[src/rtl/mem_arbiter.sv]
// mem_arbiter: single-port RAM arbiter serving the icache and dcache.
// The dcache has strict priority. Each grant lasts until the RAM reports
// ACCESS or ERROR, the wait counter reaches TIMEOUT-1, or the requester
// withdraws. Every grant returns to IDLE, so one word costs one grant plus
// one arbitration cycle. State, wait counter and sticky error flag are
// registered; all other outputs are decoded combinationally from the state
// and the live inputs.
module mem_arbiter #(
   parameter int unsigned TIMEOUT = 255
) (
   input  logic        CLK,
   input  logic        nRST,
   input  logic        iREN,
   input  logic [31:0] iaddr,
   output logic [31:0] iload,
   output logic        iwait,
   input  logic        dREN,
   input  logic        dWEN,
   input  logic [31:0] daddr,
   input  logic [31:0] dstore,
   output logic [31:0] dload,
   output logic        dwait,
   output logic        ramREN,
   output logic        ramWEN,
   output logic [31:0] ramaddr,
   output logic [31:0] ramstore,
   input  logic [31:0] ramload,
   input  logic [1:0]  ramstate,
   output logic        err
);

   typedef enum logic [1:0] {
      IDLE = 2'd0,
      DGNT = 2'd1,
      IGNT = 2'd2
   } state_t;

   localparam logic [1:0] RAM_ACCESS = 2'd2;
   localparam logic [1:0] RAM_ERROR  = 2'd3;
   // Last cycle a grant may wait; the access is released on this count.
   localparam logic [7:0] CNT_LAST   = 8'(TIMEOUT - 1);

   state_t     state_q, state_d;
   logic [7:0] cnt_q, cnt_d;
   logic       err_q, err_d;

   logic       d_req_s;
   logic       ram_done_s;
   logic       ram_fail_s;
   logic       ack_s;

   // Request and termination conditions shared by both grant states.
   always_comb begin
      d_req_s    = dREN | dWEN;
      ram_done_s = (ramstate == RAM_ACCESS);
      ram_fail_s = (ramstate == RAM_ERROR) | (cnt_q == CNT_LAST);
      ack_s      = ram_done_s | ram_fail_s;
   end

   // Next-state, wait-counter, error flag and output decode.
   always_comb begin
      state_d  = state_q;
      cnt_d    = cnt_q;
      err_d    = err_q;
      ramREN   = 1'b0;
      ramWEN   = 1'b0;
      ramaddr  = 32'd0;
      ramstore = 32'd0;
      iload    = 32'd0;
      dload    = 32'd0;
      iwait    = 1'b1;
      dwait    = 1'b1;

      case (state_q)
         IDLE: begin
            cnt_d = 8'd0;
            if (d_req_s) begin
               state_d = DGNT;
            end else if (iREN) begin
               state_d = IGNT;
            end else begin
               state_d = IDLE;
            end
         end

         DGNT: begin
            ramWEN   = dWEN;
            ramREN   = dREN & ~dWEN;
            ramaddr  = daddr;
            ramstore = dstore;
            dload    = ramload;
            if (ack_s) begin
               // Completion wins over withdrawal; only a non-ACCESS
               // release counts as an error.
               dwait   = 1'b0;
               state_d = IDLE;
               cnt_d   = 8'd0;
               if (!ram_done_s) begin
                  err_d = 1'b1;
               end else begin
                  err_d = err_q;
               end
            end else if (!d_req_s) begin
               state_d = IDLE;
               cnt_d   = 8'd0;
            end else begin
               cnt_d = cnt_q + 8'd1;
            end
         end

         IGNT: begin
            ramREN  = iREN;
            ramaddr = iaddr;
            iload   = ramload;
            if (ack_s) begin
               iwait   = 1'b0;
               state_d = IDLE;
               cnt_d   = 8'd0;
               if (!ram_done_s) begin
                  err_d = 1'b1;
               end else begin
                  err_d = err_q;
               end
            end else if (!iREN) begin
               state_d = IDLE;
               cnt_d   = 8'd0;
            end else begin
               cnt_d = cnt_q + 8'd1;
            end
         end

         default: begin
            state_d = IDLE;
            cnt_d   = 8'd0;
         end
      endcase
   end

   // State, counter and sticky error registers with synchronous reset.
   always_ff @(posedge CLK) begin
      if (!nRST) begin
         state_q <= IDLE;
         cnt_q   <= 8'd0;
         err_q   <= 1'b0;
      end else begin
         state_q <= state_d;
         cnt_q   <= cnt_d;
         err_q   <= err_d;
      end
   end

   assign err = err_q;

endmodule
[config.mk]
export PLATFORM = sky130hd
export DESIGN_NAME = mem_arbiter
export DESIGN_NICKNAME = d
export VERILOG_FILES = /design/src/rtl/mem_arbiter.sv
export SDC_FILE = /design/constraint.sdc
export NUM_CORES = 1
export LEC_CHECK = 0
export ABC_AREA = 1
export CORE_AREA = 2 2 105 107
export CTS_BUF_LIST = sky130_fd_sc_hd__clkbuf_8 sky130_fd_sc_hd__clkbuf_16
export DETAILED_ROUTE_END_ITERATION = 10
export DIE_AREA = 0 0 107 109
export HOLD_SLACK_MARGIN = 0.08
export PLACE_DENSITY = 0.7
export SYNTH_ARGS = -nofsm -noshare
export SYNTH_HDL_FRONTEND = slang
export SYNTH_SLANG_ARGS = --single-unit
[constraint.sdc]
create_clock -name CLK -period 3.6 [get_ports CLK]
set_input_delay 1.08 -clock CLK [delete_from_list [all_inputs] [get_ports CLK]]
set_output_delay 1.08 -clock CLK [all_outputs]
set_load 0.1 [all_outputs]
# ---- Word-level counts from Yosys, hierarchy flattened
# Cells that the tools add are included.
dict set report op_classes {
  mux 21
  shifts 0
  mul 0
  n_eq_ne 7
  div_mod_pow 0
  reduce_logical 4
  addsub 1
  order_cmp 0
  bitwise_logic 6
}
# cell n
set op_table {}
lappend op_table {{$mux 32} 3}
lappend op_table {{$pmux 32 s2} 1}
lappend op_table {{$mux 8} 4}
lappend op_table {{$pmux 8 s2} 1}
lappend op_table {{$mux 2} 6}
lappend op_table {{$add 8x1->8 const B} 1}
lappend op_table {{$eq 8x8->1 const B} 1}
lappend op_table {{$eq 2x2->1 const B} 3}
lappend op_table {{$ne 3x3->1 const B} 2}
lappend op_table {{$pmux 2 s3} 1}
lappend op_table {{$mux 1} 4}
lappend op_table {{$or 1x1->1} 3}
lappend op_table {{$reduce_and 3->1} 1}
lappend op_table {{$eq 2x1->1 const B} 1}
lappend op_table {{$logic_not 2->1} 1}
lappend op_table {{$not 1->1} 2}
lappend op_table {{$pmux 1 s2} 1}
lappend op_table {{$reduce_and 2->1} 1}
lappend op_table {{$reduce_or 2->1} 1}
lappend op_table {{$and 1x1->1} 1}
dict set report totals {
  romBits 0
  ramBits 0
  in_bits 135
  word_cells 42
  ff_bits 11
  n_memories 0
  latch_bits 0
}

# ---- Depth between registers and ports, before layout
# Gate-level depths: netlist of run 1.
dict set report depth {
  depth_word 5
  depth_mapped 9
}

# ---- Least setup slack after synthesis of run 1
# Ideal clock, no wire load.
dict set report synth_timing {
  path_type {input-to-output}
  startpoint {input port daddr[17]}
  endpoint {output port ramaddr[17]}
  path_buffers 0
  cell_stages 2
  t_arrival_ns 2.610
  slack_ns -0.090
  required_time_ns 2.520
  cell_sequence {nand2_1 -> a21oi_1}
}
dict set report synth_via {
  elab_chain_cells 1
}
# element line_no
set synth_lines {}
lappend synth_lines {{from (decl)} 19} ;# input logic [31:0] daddr,
lappend synth_lines {{$pmux 32 s2} 74} ;# case (state_q)
lappend synth_lines {{to (decl)} 25} ;# output logic [31:0] ramaddr,
# No other way between the ends.

# ---- Worst setup path after layout of run 1
dict set report layout_timing {
  startpoint {input port dREN}
  endpoint {output port ramREN}
}
dict set report layout_via {
  elab_chain_cells 2
}
# element line_no
set layout_lines {}
lappend layout_lines {{from (decl)} 17} ;# input logic dREN,
lappend layout_lines {{$and 1x1->1} 88} ;# ramREN = dREN & ~dWEN;
lappend layout_lines {{$pmux 1 s2} 74}
lappend layout_lines {{to (decl)} 23} ;# output logic ramREN,
# No other way between the ends.

==> flow_summary_export.csv, run 1 <==
group,metric,value,unit
floorplan,num_io_pins,268,
cts,clk_pin_slew,0.05,ns
hold_path,min_to,"cnt_q[0]$_SDFF_PN0_",
detailed_routing,drc,0,
hold_path,worstHoldPathCells,1,
setup_path,r2r-end,"state_q[0]$_SDFFE_PN0P_",
cts,root_buffer,"clkbuf_8",
layout,area_growth,226,%
logic_synthesis,ys.warnings.count,0,
setup_path,reg2reg_depth,7,
floorplan,coreArea,10600,sq um
global_routing,grt_pass1_wl,16200,um
logic_synthesis,async_reset_ff_share,0,%
setup_path,crit_chain,"clkdlybuf4s50_1, nand2_2, o21a_1, nor2_1, buf_12",
sta,worst_pin_slew,0.452,ns
floorplan,start_util,17.7,%
run_status,outcome,"complete, no violations",
global_routing,grt_pass1_vias,3223,
logic_synthesis,yosys_most_used_dff,"dfxtp_1",
setup_path,crit_family,"buffers and inverters",
layout,fin_nets,789,
floorplan,dieArea,11700,sq um
layout,fill_cells,932,
detailed_routing,drt-vias-per-instance,4.01,
logic_synthesis,seq_area_frac_synth,11.8,%
layout,fin_util,57.6,%
sta,rsz0062_at_grt,"false",
detailed_routing,drt_pass1_iterations,6,
floorplan,die_w,107,um
sta,worst_clock_skew,0.00304,ns
logic_synthesis,synth_edf_count,0,
setup_path,crit_fanout,3,
pwr,p_leak,3.04,nW
detailed_routing,drt.antenna.violating_nets,0,
setup_path,worstSetupPathType,"in2out",
floorplan,die_height,109,um
setup_path,critPathMaxStageDelay,0.52,ns
logic_synthesis,synth_commonest_cells,"nand2_1, inv_1, a21oi_1",
place,numPortBuffers,267,
detailed_routing,drt_iter0_markers,132,
sta,setup_viol,0,
flow_run,max_cap_viol_count,0,
place,placed_cell_area,6060,sq um
place,place_congestion,0.805,
cts,postCtsHoldBufs,0,
cts,cts_buffers,3,
sta,period_share,91.6,%
cts,post_cts_buffers,0,
sta,fmax,0.303,GHz
hold_path,hp-start,"cnt_q[0]$_SDFF_PN0_",
setup_path,ff2ff_setup_slack,2.06,ns
logic_synthesis,synth_area_leaders,"nand2_1, inv_1, dfxtp_1",
layout,ff_latch_area,220,sq um
sta,fin_crit,3.30,ns
global_routing,track_usage,17.2,%
setup_path,worst_setup_path_end_kind,"output port",
setup_path,r2r-start,"state_q[0]$_SDFFE_PN0P_",
setup_path,path_depth,5,
logic_synthesis,yosysMostFrequentCell,"nand2_1",
cts,cts_sinks,11,
detailed_routing,wire_per_inst,13.2,um
hold_path,min_path_type,"reg2reg",
cts,htreeDepth,1,
logic_synthesis,postSynthAreaPerCell,4.75,sq um
logic_synthesis,netlist_instances,394,
logic_synthesis,ys_ff_latch,11,
global_routing,grt.overflow.total,0,
logic_synthesis,yosys.area.top_type_share,35.5,%
cts,clock_latency,0.24,ns
layout,final_area,6100,sq um
sta,slew_headroom,69.9,%
detailed_routing,dr_total_vias,3164,
sta,fin_setup_tns,0,ns
logic_synthesis,synth_area_leader_cell,"nand2_1",
layout,drive_gt1_share,26.7,%
setup_path,crit_arrival,2.22,ns
sta,hold_viol,0,
setup_path,cp_slowest_cell,"clkdlybuf4s50_1",
floorplan,core.rowCount,38,
setup_path,required,2.52,ns
pwr,total_power,2.01,mW
detailed_routing,routed_wirelength,10400,um
cts,ctsResizeCount,0,
setup_path,start_kind,"primary input",
setup_path,critPathBufInv,2,
logic_synthesis,syn_nets,534,
global_routing,grt_antenna_before_repair,2,
place,dpl.hpwl,8920,um
pwr,cellPowerDensity,330,nW/um^2
global_routing,grt_max_degree,51,
logic_synthesis,synth_cell_type_count,22,
logic_synthesis,syn_area,1870,sq um
layout,multi_input_area,1210,sq um
sta,finalMaxSlewViolations,0,
cts,cts_buffer_depth,2,
pwr,vdd_ir_drop_max,266,uV
cts,cts_tree,"built",
[stage by stage]
step | cells | setup WS (ns) | hold WS (ns)
2_1_floorplan | 394 | -0.0898 | 0.439
3_3_place_gp | 784 | 0.324 | 0.449
3_5_place_dp | 784 | 0.301 | 0.461
4_1_cts | 788 | 0.295 | 0.472
5_1_grt | 788 | 0.230 | 0.502
6_report | 789 | 0.304 | 0.469
[flip-flops by register name (all words and copies together) (netlist names)]
| signal | flops |
|---|---|
| state_q | 2 |
| cnt_q | 8 |
| err | 1 |
[cells in the final DEF, fill, tap and decap left out]
cell	count
nand2_1	177
clkdlybuf4s50_1	134
buf_12	134
inv_1	107
a21oi_1	18
a21oi_2	15
nor2_1	13
dfxtp_1	11
nor2_2	7
nand2_2	4
nand3_1	4
xor2_1	3
ha_1	3
clkbuf_8	3
buf_4	3
nand3_4	2
diode_2	1
clkinv_1	1
o21a_1	1
nand3_2	1
o21ai_1	1
inv_2	1
xnor2_1	1
o21ai_0	1
nor3_2	1
ha_2	1
ha_4	1
[cell families after synthesis]
group	synth area share, %
compound gates	9.75
xor+xnor	1.87
fa+ha+maj	3.34
buf+inv	27.5
flops	11.8
simple gates	45.8
[worst reg2reg max path: stages, from the launching register on]
cell and delay (ns):
dfxtp_1 0.34, inv_1 0.10, ha_2 0.42, nand2_1 0.15
nand3_2 0.15, nand3_4 0.11, nor2_1 0.11, nor2_1 0.05
[cell type report]
type | count | area share (%)
diodes | 1 | 0.0410
clock buffers | 3 | 0.677
clock inverters | 1 | 0.0615
inverters | 108 | 6.64
multi-input cells | 254 | 19.8
flip-flops and latches | 11 | 3.61
well taps | 140 | 2.87
repair buffers | 271 | 66.3
[power breakdown]
group	internal (mW)	leakage (nW)	switching, mW
Combinational	0.615	2.93	1.14
Clock	0.0751	0.0269	0.0487
Sequential	0.126	0.0891	0.00405
[routing by layer]
metal | vias to the layer above | wire, um | global-route usage, %
met2 | 141 | 5710 | 34.4
met5 | - | 13 | 0
met1 | 1391 | 3570 | 17.3
li1 | 1616 | - | -
met4 | 2 | 142 | 3.15
met3 | 14 | 996 | 5.68
[worst max-delay path by stage]
stage,start,to,slack (ns)
final,dREN,ramREN,0.30
after CTS,dREN,ramREN,0.29
after floorplan,daddr[0],ramaddr[0],-0.09
after detailed placement,dREN,ramREN,0.30
after global routing,dREN,ramREN,0.23
after global placement,dREN,ramREN,0.32
Power figures use the tool's default switching activity.
==> run 2: changes to the inputs <==
- HOLD_SLACK_MARGIN: 0.08 -> unset
==> results of run 2 <==
The final DEF is identical to that of run 1; final timing and power are the same.
